<file path="src/rtl/smpl_capture_multi_pkg.sv">
// Shared state encoding and index-width helpers for the multi-channel sample capture block.
package smpl_pkg;

    localparam logic [1:0] ST_IDLE    = 2'd0;
    localparam logic [1:0] ST_ARM     = 2'd1;
    localparam logic [1:0] ST_CAPTURE = 2'd2;
    localparam logic [1:0] ST_DRAIN   = 2'd3;

    typedef enum logic [1:0] {
        S_IDLE    = ST_IDLE,
        S_ARM     = ST_ARM,
        S_CAPTURE = ST_CAPTURE,
        S_DRAIN   = ST_DRAIN
    } smpl_state_e;

    // Index width that never collapses to zero bits for a single-entry range.
    function automatic int idx_w(input int n);
        return (n > 1) ? $clog2(n) : 1;
    endfunction

    localparam int DEF_CHW  = idx_w(2);
    localparam int DEF_IDXW = idx_w(64);

endpackage

</file>
<file path="src/rtl/smpl_capture_multi_if.sv">
// Control, sample-stream and output-stream signals of smpl_capture_multi.
interface smpl_capture_multi_if
    import smpl_pkg::*;
#(
    parameter int CH   = 2,
    parameter int SN   = 10,
    parameter int SIZE = 64,
    parameter int DECW = 8
);
    localparam int CHW  = idx_w(CH);
    localparam int IDXW = idx_w(SIZE);

    logic               start;
    logic               busy;
    logic               done;
    logic [DECW-1:0]    decim;
    logic               trig_en;
    logic [CHW-1:0]     trig_ch;
    logic [SN-1:0]      trig_level;
    logic               smpl_valid;
    logic               smpl_req;
    logic [CH*SN-1:0]   smpl;
    logic               out_valid;
    logic               out_ready;
    logic [SN-1:0]      out_data;
    logic [CHW-1:0]     out_ch;
    logic [IDXW-1:0]    out_idx;

    modport master (
        output start, decim, trig_en, trig_ch, trig_level, smpl_valid, smpl, out_ready,
        input  busy, done, smpl_req, out_valid, out_data, out_ch, out_idx
    );

    modport slave (
        input  start, decim, trig_en, trig_ch, trig_level, smpl_valid, smpl, out_ready,
        output busy, done, smpl_req, out_valid, out_data, out_ch, out_idx
    );

endinterface

</file>
<file path="src/rtl/smpl_capture_multi_buf_ram.sv">
// Simple dual-port frame buffer: one write port, one read port with registered output.
module smpl_buf_ram #(
    parameter int W     = 20,
    parameter int DEPTH = 64,
    parameter int AW    = 6
) (
    input  logic          clkSmpl,
    input  logic          we,
    input  logic [AW-1:0] waddr,
    input  logic [W-1:0]  wdata,
    input  logic [AW-1:0] raddr,
    output logic [W-1:0]  rdata
);
    logic [W-1:0] mem [DEPTH];

    always_ff @(posedge clkSmpl) begin
        if (we)
            mem[waddr] <= wdata;
        rdata <= mem[raddr];
    end

endmodule

</file>
<file path="src/rtl/smpl_capture_multi.sv">
// Triggered, decimating multi-channel capture into a frame buffer, then channel-major drain.
// Build option SMPL_PEAK_DETECT_EN: store each window's unsigned per-channel peak instead of its first sample.
module smpl_capture_multi
    import smpl_pkg::*;
#(
    parameter int CH   = 2,
    parameter int SN   = 10,
    parameter int SIZE = 64,
    parameter int DECW = 8
) (
    input  logic                clkSmpl,
    input  logic                n_reset,
    smpl_capture_multi_if.slave bus
);
    localparam int CHW  = idx_w(CH);
    localparam int IDXW = idx_w(SIZE);
    localparam int BW   = CH * SN;
    localparam logic [IDXW-1:0] IDX_LAST = IDXW'(SIZE - 1);
    localparam logic [CHW-1:0]  CH_LAST  = CHW'(CH - 1);

    logic [1:0]      state;
    logic            busy_r, done_r;
    logic [DECW-1:0] decim_r, dec_cnt;
    logic            trig_en_r;
    logic [CHW-1:0]  trig_ch_r;
    logic [SN-1:0]   trig_lvl_r;
    logic [SN-1:0]   prev_smp;
    logic            prev_vld;
    logic [IDXW-1:0] wr_idx;
    logic            out_valid_r;
    logic [CHW-1:0]  out_ch_r;
    logic [IDXW-1:0] out_idx_r;

    logic            acc, trig_hit, take, win_last, wr_en, rd_last;
    logic [SN-1:0]   trig_smp, out_sel;
    logic [BW-1:0]   win_r, win_next, rd_word;
    logic [IDXW-1:0] rd_addr;

    assign bus.smpl_req  = (state == ST_ARM) || (state == ST_CAPTURE);
    assign bus.busy      = busy_r;
    assign bus.done      = done_r;
    assign bus.out_valid = out_valid_r;
    assign bus.out_ch    = out_ch_r;
    assign bus.out_idx   = out_idx_r;

    assign acc = bus.smpl_valid && bus.smpl_req;

    always_comb begin
        trig_smp = '0;
        for (int c = 0; c < CH; c++)
            if (trig_ch_r == CHW'(c))
                trig_smp = bus.smpl[c*SN +: SN];
    end

    // The crossing sample itself is point 0, so it enters the window logic in the same cycle.
    assign trig_hit = acc && (state == ST_ARM) && trig_en_r && prev_vld &&
                      (prev_smp < trig_lvl_r) && (trig_smp >= trig_lvl_r);
    assign take     = acc && ((state == ST_CAPTURE) || trig_hit);
    assign win_last = (dec_cnt == decim_r);
    assign wr_en    = take && win_last;

`ifdef SMPL_PEAK_DETECT_EN
    function automatic logic [SN-1:0] umax(input logic [SN-1:0] a, input logic [SN-1:0] b);
        return (a > b) ? a : b;
    endfunction

    always_comb begin
        win_next = bus.smpl;
        if (dec_cnt != '0)
            for (int c = 0; c < CH; c++)
                win_next[c*SN +: SN] = umax(bus.smpl[c*SN +: SN], win_r[c*SN +: SN]);
    end
`else
    assign win_next = (dec_cnt == '0) ? bus.smpl : win_r;
`endif

    always_ff @(posedge clkSmpl) begin
        if (take)
            win_r <= win_next;
    end

    always_ff @(posedge clkSmpl or negedge n_reset) begin
        if (!n_reset) begin
            state       <= ST_IDLE;
            busy_r      <= 1'b0;
            done_r      <= 1'b0;
            decim_r     <= '0;
            dec_cnt     <= '0;
            trig_en_r   <= 1'b0;
            trig_ch_r   <= '0;
            trig_lvl_r  <= '0;
            prev_smp    <= '0;
            prev_vld    <= 1'b0;
            wr_idx      <= '0;
            out_valid_r <= 1'b0;
            out_ch_r    <= '0;
            out_idx_r   <= '0;
        end else begin
            done_r <= 1'b0;
            case (state)
                ST_IDLE: begin
                    if (bus.start) begin
                        state      <= ST_ARM;
                        busy_r     <= 1'b1;
                        decim_r    <= bus.decim;
                        trig_en_r  <= bus.trig_en;
                        trig_ch_r  <= bus.trig_ch;
                        trig_lvl_r <= bus.trig_level;
                        prev_vld   <= 1'b0;
                        dec_cnt    <= '0;
                        wr_idx     <= '0;
                    end
                end
                ST_ARM: begin
                    if (!trig_en_r) begin
                        state <= ST_CAPTURE;
                    end else if (acc) begin
                        prev_smp <= trig_smp;
                        prev_vld <= 1'b1;
                        if (trig_hit)
                            state <= ST_CAPTURE;
                    end
                end
                ST_CAPTURE: begin
                end
                ST_DRAIN: begin
                    if (!out_valid_r) begin
                        out_valid_r <= 1'b1;
                        out_ch_r    <= '0;
                        out_idx_r   <= '0;
                    end else if (bus.out_ready) begin
                        if (rd_last) begin
                            out_valid_r <= 1'b0;
                            state       <= ST_IDLE;
                            busy_r      <= 1'b0;
                            done_r      <= 1'b1;
                        end else if (out_idx_r == IDX_LAST) begin
                            out_idx_r <= '0;
                            out_ch_r  <= out_ch_r + CHW'(1);
                        end else begin
                            out_idx_r <= out_idx_r + IDXW'(1);
                        end
                    end
                end
                default: state <= ST_IDLE;
            endcase

            // Window counting; stalls on smpl_valid low simply leave the counter parked.
            if (take) begin
                if (win_last) begin
                    dec_cnt <= '0;
                    wr_idx  <= wr_idx + IDXW'(1);
                    if (wr_idx == IDX_LAST)
                        state <= ST_DRAIN;
                end else begin
                    dec_cnt <= dec_cnt + DECW'(1);
                end
            end
        end
    end

    assign rd_last = (out_ch_r == CH_LAST) && (out_idx_r == IDX_LAST);

    // Read one point ahead on a transfer so the registered RAM output keeps one beat per cycle.
    always_comb begin
        rd_addr = out_idx_r;
        if (state == ST_DRAIN && !out_valid_r)
            rd_addr = '0;
        else if (out_valid_r && bus.out_ready)
            rd_addr = (out_idx_r == IDX_LAST) ? '0 : out_idx_r + IDXW'(1);
    end

    smpl_buf_ram #(
        .W     (BW),
        .DEPTH (SIZE),
        .AW    (IDXW)
    ) u_buf (
        .clkSmpl (clkSmpl),
        .we      (wr_en),
        .waddr   (wr_idx),
        .wdata   (win_next),
        .raddr   (rd_addr),
        .rdata   (rd_word)
    );

    always_comb begin
        out_sel = '0;
        for (int c = 0; c < CH; c++)
            if (out_ch_r == CHW'(c))
                out_sel = rd_word[c*SN +: SN];
    end

    assign bus.out_data = out_valid_r ? out_sel : '0;

endmodule

</file>
<file path="src/flat_wrapper.sv">
// flat-port wrapper written by rule: the top's interface ports become plain ports
module smpl_capture_multi_flat import smpl_pkg::*;
#(
    parameter int CH   = 2,
    parameter int SN   = 10,
    parameter int SIZE = 64,
    parameter int DECW = 8
)
  (clkSmpl, n_reset, bus_start, bus_decim, bus_trig_en, bus_trig_ch, bus_trig_level, bus_smpl_valid, bus_smpl, bus_out_ready, bus_busy, bus_done, bus_smpl_req, bus_out_valid, bus_out_data, bus_out_ch, bus_out_idx);
  smpl_capture_multi_if #(.CH(CH), .SN(SN), .SIZE(SIZE), .DECW(DECW)) bus_i ();
  input  logic clkSmpl;
  input  logic n_reset;
  input wire logic [$bits(bus_i.start)-1:0] bus_start;
  input wire logic [$bits(bus_i.decim)-1:0] bus_decim;
  input wire logic [$bits(bus_i.trig_en)-1:0] bus_trig_en;
  input wire logic [$bits(bus_i.trig_ch)-1:0] bus_trig_ch;
  input wire logic [$bits(bus_i.trig_level)-1:0] bus_trig_level;
  input wire logic [$bits(bus_i.smpl_valid)-1:0] bus_smpl_valid;
  input wire logic [$bits(bus_i.smpl)-1:0] bus_smpl;
  input wire logic [$bits(bus_i.out_ready)-1:0] bus_out_ready;
  output wire logic [$bits(bus_i.busy)-1:0] bus_busy;
  output wire logic [$bits(bus_i.done)-1:0] bus_done;
  output wire logic [$bits(bus_i.smpl_req)-1:0] bus_smpl_req;
  output wire logic [$bits(bus_i.out_valid)-1:0] bus_out_valid;
  output wire logic [$bits(bus_i.out_data)-1:0] bus_out_data;
  output wire logic [$bits(bus_i.out_ch)-1:0] bus_out_ch;
  output wire logic [$bits(bus_i.out_idx)-1:0] bus_out_idx;
  assign bus_i.start = bus_start;
  assign bus_i.decim = bus_decim;
  assign bus_i.trig_en = bus_trig_en;
  assign bus_i.trig_ch = bus_trig_ch;
  assign bus_i.trig_level = bus_trig_level;
  assign bus_i.smpl_valid = bus_smpl_valid;
  assign bus_i.smpl = bus_smpl;
  assign bus_i.out_ready = bus_out_ready;
  assign bus_busy = bus_i.busy;
  assign bus_done = bus_i.done;
  assign bus_smpl_req = bus_i.smpl_req;
  assign bus_out_valid = bus_i.out_valid;
  assign bus_out_data = bus_i.out_data;
  assign bus_out_ch = bus_i.out_ch;
  assign bus_out_idx = bus_i.out_idx;
  smpl_capture_multi #(.CH(CH), .SN(SN), .SIZE(SIZE), .DECW(DECW)) u_core (.clkSmpl(clkSmpl), .n_reset(n_reset), .bus(bus_i));
endmodule
</file>
<file path="config.mk">
export PLATFORM = sky130hd
export DESIGN_NAME = smpl_capture_multi_flat
export DESIGN_NICKNAME = d
export VERILOG_FILES = /design/src/rtl/smpl_capture_multi_pkg.sv /design/src/rtl/smpl_capture_multi_if.sv /design/src/rtl/smpl_capture_multi_buf_ram.sv /design/src/rtl/smpl_capture_multi.sv /design/src/flat_wrapper.sv
export SDC_FILE = /design/constraint.sdc
export NUM_CORES = 2
export LEC_CHECK = 0
export CAP_MARGIN = 20
export CORE_MARGIN = 2
export CORE_UTILIZATION = 40
export CTS_CLUSTER_SIZE = 28
export DETAILED_ROUTE_END_ITERATION = 7
export HOLD_SLACK_MARGIN = 0.02
export PLACE_DENSITY = 0.55
export SLEW_MARGIN = 0
export SYNTH_ARGS = -nofsm -noshare
export SYNTH_HDL_FRONTEND = slang
export SYNTH_HIERARCHICAL = 1
export SYNTH_SLANG_ARGS = --single-unit
</file>
<file path="constraint.sdc">
create_clock -name clkSmpl -period 6 [get_ports clkSmpl]
set_clock_uncertainty 0.05 [all_clocks]
set_input_delay 1.2 -clock clkSmpl [delete_from_list [all_inputs] [get_ports clkSmpl]]
set_output_delay 1.2 -clock clkSmpl [all_outputs]
set_load 0.02 [all_outputs]
</file>
* Word level (Yosys, flattened, before mapping)
Memories as Yosys holds them, arrays and structs flattened. A register that Yosys moved wholly into a read port is not among the register bits.
Cells that the tools add are included.
** Cells by class
- Add/sub/neg operators :: 4
- Reductions and logical operators :: 27
- Muxes and demuxes :: 51
- Eq/ne operators :: 15
- Order comparisons :: 2
** Operators with widths (number)
- $mux 6 :: 10
- $mux 8 :: 4
- $mux 10 :: 3
- $mux 1 :: 20
- $mux 2 :: 10
- $mux 20 :: 1
- $add 6x1->6 const B :: 2
- $eq 6x6->1 const B :: 2
- $logic_and 1x1->1 :: 11
- $ge 10x10->1 :: 1
- $lt 10x10->1 :: 1
- $ne 2x2->1 const B :: 5
- $add 8x1->8 const B :: 1
- $eq 8x8->1 :: 1
- $logic_not 8->1 :: 1
- $ne 2x1->1 const B :: 4
- $reduce_and 4->1 :: 2
- $reduce_bool 2->1 :: 4
- $pmux 2 s3 :: 1
- $reduce_and 3->1 :: 2
- $reduce_and 5->1 :: 1
- $eq 2x2->1 const B :: 2
- $pmux 1 s2 :: 2
- $reduce_and 2->1 :: 2
- 5 further kinds :: 6
** Word-level totals
- Bits in registers :: 77
- Bits in writable memories :: 1280
- Memories :: 1
- Word-level logic and storage cells :: 115
** Memories
- u_core.u_buf.mem :: depth 64, width 20, rd ports 1, clocked after memory_dff 1, wr ports 1, line smpl_capture_multi_buf_ram.sv:14 : logic [W-1:0] mem [DEPTH];

* Logic depth before layout (Yosys ltp)
- Depth in word-level cells :: 15
- Mapped depth :: 16
- Mapped depth without buffers :: 11

* By module
The synthesis kept the hierarchy.
** By module, submodules not included
- smpl_buf_ram :: times used 1, cells each 2243, area an instance 49495.0 sq um
- smpl_capture_multi :: times used 1, cells each 398, area an instance 4479.3 sq um

* Worst setup path after synthesis
Ideal clock, no wire load.
- Path type :: input port to flip-flop
- From :: input port bus_smpl[17]
- To :: memory u_core.u_buf.mem[48][0], enable pin
- Setup time :: 422 ps
- Stages :: 9
- Arrival :: 4311 ps
- Required time :: 5528 ps
- Path buffers :: 0
- Path slack :: 1217 ps
- Path through :: mux2_2 > ha_1 > nand4_1 > nor3_1 > o211ai_2 > a21o_1 > inv_1 > nand4b_1 > nor3_1
** Between the ends
- Word-level cells in the longest chain between the ends :: 8
** Ends and longest elaborated chain
- start: declaration :: line flat_wrapper.sv:19 : input wire logic [$bits(bus_i.smpl)-1:0] bus_smpl;
- $mux 10 :: line smpl_capture_multi.sv:51 : if (trig_ch_r == CHW'(c))
- $ge 10x10->1 :: line smpl_capture_multi.sv:57 : (prev_smp < trig_lvl_r) && (trig_smp >= trig_lvl_r);
- $logic_and 1x1->1 :: line smpl_capture_multi.sv:57
- $logic_or 1x1->1 :: line smpl_capture_multi.sv:58 : assign take = acc && ((state == ST_CAPTURE) || trig_hit);
- $logic_and 1x1->1 :: line smpl_capture_multi.sv:58
- $logic_and 1x1->1 :: line smpl_capture_multi.sv:60 : assign wr_en = take && win_last;
- net u_core.wr_en :: line smpl_capture_multi.sv:34 : logic acc, trig_hit, take, win_last, wr_en, rd_last;
- $mux 1 :: line smpl_capture_multi_buf_ram.sv:17 : if (we)
- $mux 1 (not written as such) :: line smpl_capture_multi_buf_ram.sv:18 : mem[waddr] <= wdata;
- end: declaration :: line smpl_capture_multi_buf_ram.sv:14
The timed path passes the listed nets, and every way through them passes these cells.

* Worst setup path in the final report
- From :: input port bus_smpl[17]
- To :: memory u_core.u_buf.mem[18][19], enable pin
** Between the ends
- Word-level cells in the longest chain between the ends :: 8
** Ends and longest elaborated chain
- $mux 10 :: line smpl_capture_multi.sv:51
- net u_core.trig_smp[7] :: line smpl_capture_multi.sv:35 : logic [SN-1:0] trig_smp, out_sel;
- $ge 10x10->1 :: line smpl_capture_multi.sv:57
- $logic_and 1x1->1 :: line smpl_capture_multi.sv:57
- $logic_or 1x1->1 :: line smpl_capture_multi.sv:58
- $logic_and 1x1->1 :: line smpl_capture_multi.sv:58
- $logic_and 1x1->1 :: line smpl_capture_multi.sv:60
- net u_core.wr_en :: line smpl_capture_multi.sv:34
- $mux 1 :: line smpl_capture_multi_buf_ram.sv:17
- $mux 1 (not written as such) :: line smpl_capture_multi_buf_ram.sv:18
The timed path passes the listed nets, and every way through them passes these cells.

==> qor.yml <==
floorplan:
  dieArea_sq_um: 137900
  die_w_microns: 371.3
  io_pins: 66
  die_h_microns: 371.3
  num_rows: 134
  core_sq_um: 133600
  initial_core_util_pct: 40.39
clock_network:
  post_cts_buffers: 0
  clk_latency_ps: 760
  numClockSinks: 1377
  cts_resized: 0
  root_buffer: "clkbuf_16"
  numCtsBuffers: 145
  path_clk_slew_ps: 60
  cts_hold_buffers: 0
  cts_tree: "built"
  htreeDepth: 4
  cts_buffer_depth: 3
synth:
  synth_ff_type: "edfxtp_1"
  synth.largest_area_cell: "edfxtp_1"
  synth_edf_count: 1300
  synth.distinct_cells: 61
  synth_top_area_share_pct: 72.33
  netlist_instances: 2641
  ys_top_cells_by_area: "edfxtp_1 72%, mux4_2 11%, mux2i_1 3.7%"
  synth-seq-cells: 1377
  syn_area_sq_um: 53970
  ys_seq_area_share_pct: 75.71
  avgSynthCellArea_sq_um: 20.44
  yosysWarnings: 6
  syn_nets: 2714
  async_reset_ff_share_pct: 4.139
setup_path:
  max_stage_delay_ps: 590
  worstPathArrival_ps: 5020
  crit_chain: "clkdlybuf4s50_1 > mux2_2 > ha_1 > nand4_1 > nor3_1 > o211ai_2 > a21o_1 > inv_1 > nor2b_1 > nand2_1 > nor2_2 > buf_4"
  path_buf_inv: 3
  critPathMaxFanout: 20
  critPathTopFamily: "simple AND/OR/NAND/NOR gates"
  critPathRequiredTime_ps: 6350
  start_kind: "input port"
  crit_path_end_kind: "register"
  crit_type: "input port to register"
  cp_slowest_cell: "nand2_1"
drt:
  wire_per_inst_microns: 29.38
  dr.pass1.iters: 5
  drc_errors: 0
  wl_mm: 139.5
  via_per_inst: 5.687
  vias: 27006
  drtIter0Drc: 3012
  postRouteAntennaNets: 0
sta:
  setup_viol: 0
  tightest_slew_ps: 1117
  drv_slew: 0
  rsz0062_at_grt: "no"
  hold_viol_final: 0
  min_period_ps: 4672
  slew_headroom_pct: 25.55
  setup_tns_ps: 0
  max_freq_mhz: 214.1
  fin_crit_sh_pct: 77.86
power_and_ir_drop:
  power_frac_comb_pct: 30.8
  switching_share_pct: 32.42
  power-per-cell-area_nw_per_um2: 469.7
  clkPwrFrac_pct: 29.2
  leakage_nw: 20.22
  internal-power_mw: 19.73
  max-vdd-ir-drop_uv: 397.8
  p_sw_mw: 9.464
  sequentialPowerShare_pct: 40.0
min_path:
  hp-class: "register to register"
global_routing:
  overflow: 0
  grt_max_degree: 66
  antenna_found_initial: 9
  grt_pass1_vias: 27297
  grt_pass1_wl_mm: 200.3
  grt_usage_pct: 20.39
placed_design:
  numPortBuffers: 65
  dp_cells: 4478
  place_congestion: 0.8552
  placed_cell_area_sq_um: 57560
  dp_hpwl_mm: 86.15
final_layout:
  stdcell_count: 4749
  area.growth.synth_to_final_pct: 15.13
  fill_cells: 11040
  nets: 2932
  final_core_util_pct: 46.50
  drive_gt1_share_pct: 25.74
  postLayoutCellArea_sq_um: 62140
  layout_commonest_cell: "edfxtp_1"
  final_cell_mix: "1300 x edfxtp_1, 264 x mux4_2, 199 x mux2i_1"
run:
  maxCapViolCount: 0
status:
  status: "complete, no violations"
-- area by class of cell --
type	instances	area, sq um	share of cell area, %
timing repair buffer	216	1962	3.157
clock inverter	82	669.4	1.077
tap	1768	2212	3.560
antenna	9	22.52	0.03624
sequential	1377	40860	65.76
multi-input combinational	1096	12490	20.09
clock buffer	178	3837	6.175
inverter	23	86.33	0.1389
-- state kept, by name, indices dropped and copies added (netlist names), 2 cells and up --
signal / flops
u_core/prev_smp: 10
u_core/state: 2
u_core/u_buf/rdata: 20
u_core/win_r: 20
u_core/wr_idx: 6
u_core/bus.out_idx: 6
u_core/trig_lvl_r: 10
u_core/dec_cnt: 8
u_core/decim_r: 8
u_core/u_buf/mem: 1280
-- worst paths after layout --
check                                                    start                                  to  slack (ps)  cells after the start
worst max-delay path                              bus_smpl[17]  u_core/u_buf/mem[18][19]$_DFFE_PP_        1330                     12
worst min-delay path            u_core/prev_smp[0]$_DFFE_PN0P_      u_core/prev_smp[0]$_DFFE_PN0P_         450                      2
worst max register to register    u_core/trig_ch_r$_DFFE_PN0P_  u_core/u_buf/mem[18][19]$_DFFE_PP_        1470                     11
worst min register to register  u_core/prev_smp[0]$_DFFE_PN0P_      u_core/prev_smp[0]$_DFFE_PN0P_         450                      2
max in group asynchronous                              n_reset       u_core/bus.out_ch$_DFFE_PN0P_        4790                      2
min in group asynchronous                              n_reset        u_core/trig_ch_r$_DFFE_PN0P_         540                      2
-- Yosys cell counts, types with 18 or more instances --
library cell / n
dfrtp_1: 57
buf_2: 51
a31oi_1: 35
o21ai_0: 42
inv_1: 23
buf_4: 22
nand2_1: 37
dfxtp_1: 20
ha_1: 28
nand3_1: 20
mux4_2: 264
and3_1: 20
mux2_2: 64
a22oi_1: 65
clkbuf_1: 60
a21o_1: 18
nor2_1: 98
o22ai_1: 53
mux2i_1: 199
edfxtp_1: 1300
-- per-layer routing --
layer  share of wire (%)  wire length (microns)  GRT usage (%)  vias up
li1                    -                      -              -    11414
met1                  44                  60940          30.03    14379
met2                  46                  64650          30.98     1029
met3                 7.3                  10120          3.558      180
met4                 2.7                   3768          6.377        4
met5               0.022                     30              0        -
-- kinds of logic (layout without fill, tap and decap cells) --
logic type / count (synthesis) / in the layout / share of synthesized area [%]
flops: 1377 / 1377 / 75.71
mux: 527 / 527 / 16.04
compound gates: 296 / 296 / 3.753
simple gates: 234 / 234 / 2.103
buf+inv: 168 / 499 / 1.565
fa+ha+maj: 28 / 28 / 0.6491
xor+xnor: 11 / 11 / 0.1785
other cells: 0 / 9 / 0
-- worst min-delay path, delay by kind of cell, from the launching register on --
kind	cells	cell delay, ps
and+or+nand+nor	1	50
DFF	1	340
AOI/OAI and AO/OA	1	70
-- through the flow --
stage / hold slack, ps / setup WS, ps / total power [mW]
3_5_place_dp: 443.4 / 696.8 / 20.91
5_1_grt: 471.2 / 1179 / 30.26
4_1_cts: 456.4 / 1417 / 29.42
2_1_floorplan: 391.3 / 1217 / 17.25
6_report: 452.0 / 1328 / 29.19
3_3_place_gp: 426.3 / 767.3 / 20.81
-- power by group through the flow --
stage                     sequential (mW)  combinational (mW)  clock [mW]
after floorplan                      11.8                5.44           0
after global placement               11.9                8.95           0
after detailed placement             11.9                9.04           0
after CTS                            11.7                9.06        8.69
after global routing                 11.7                9.49        9.08
final                                11.7                9.00        8.52
Power figures use the tool's default switching activity.
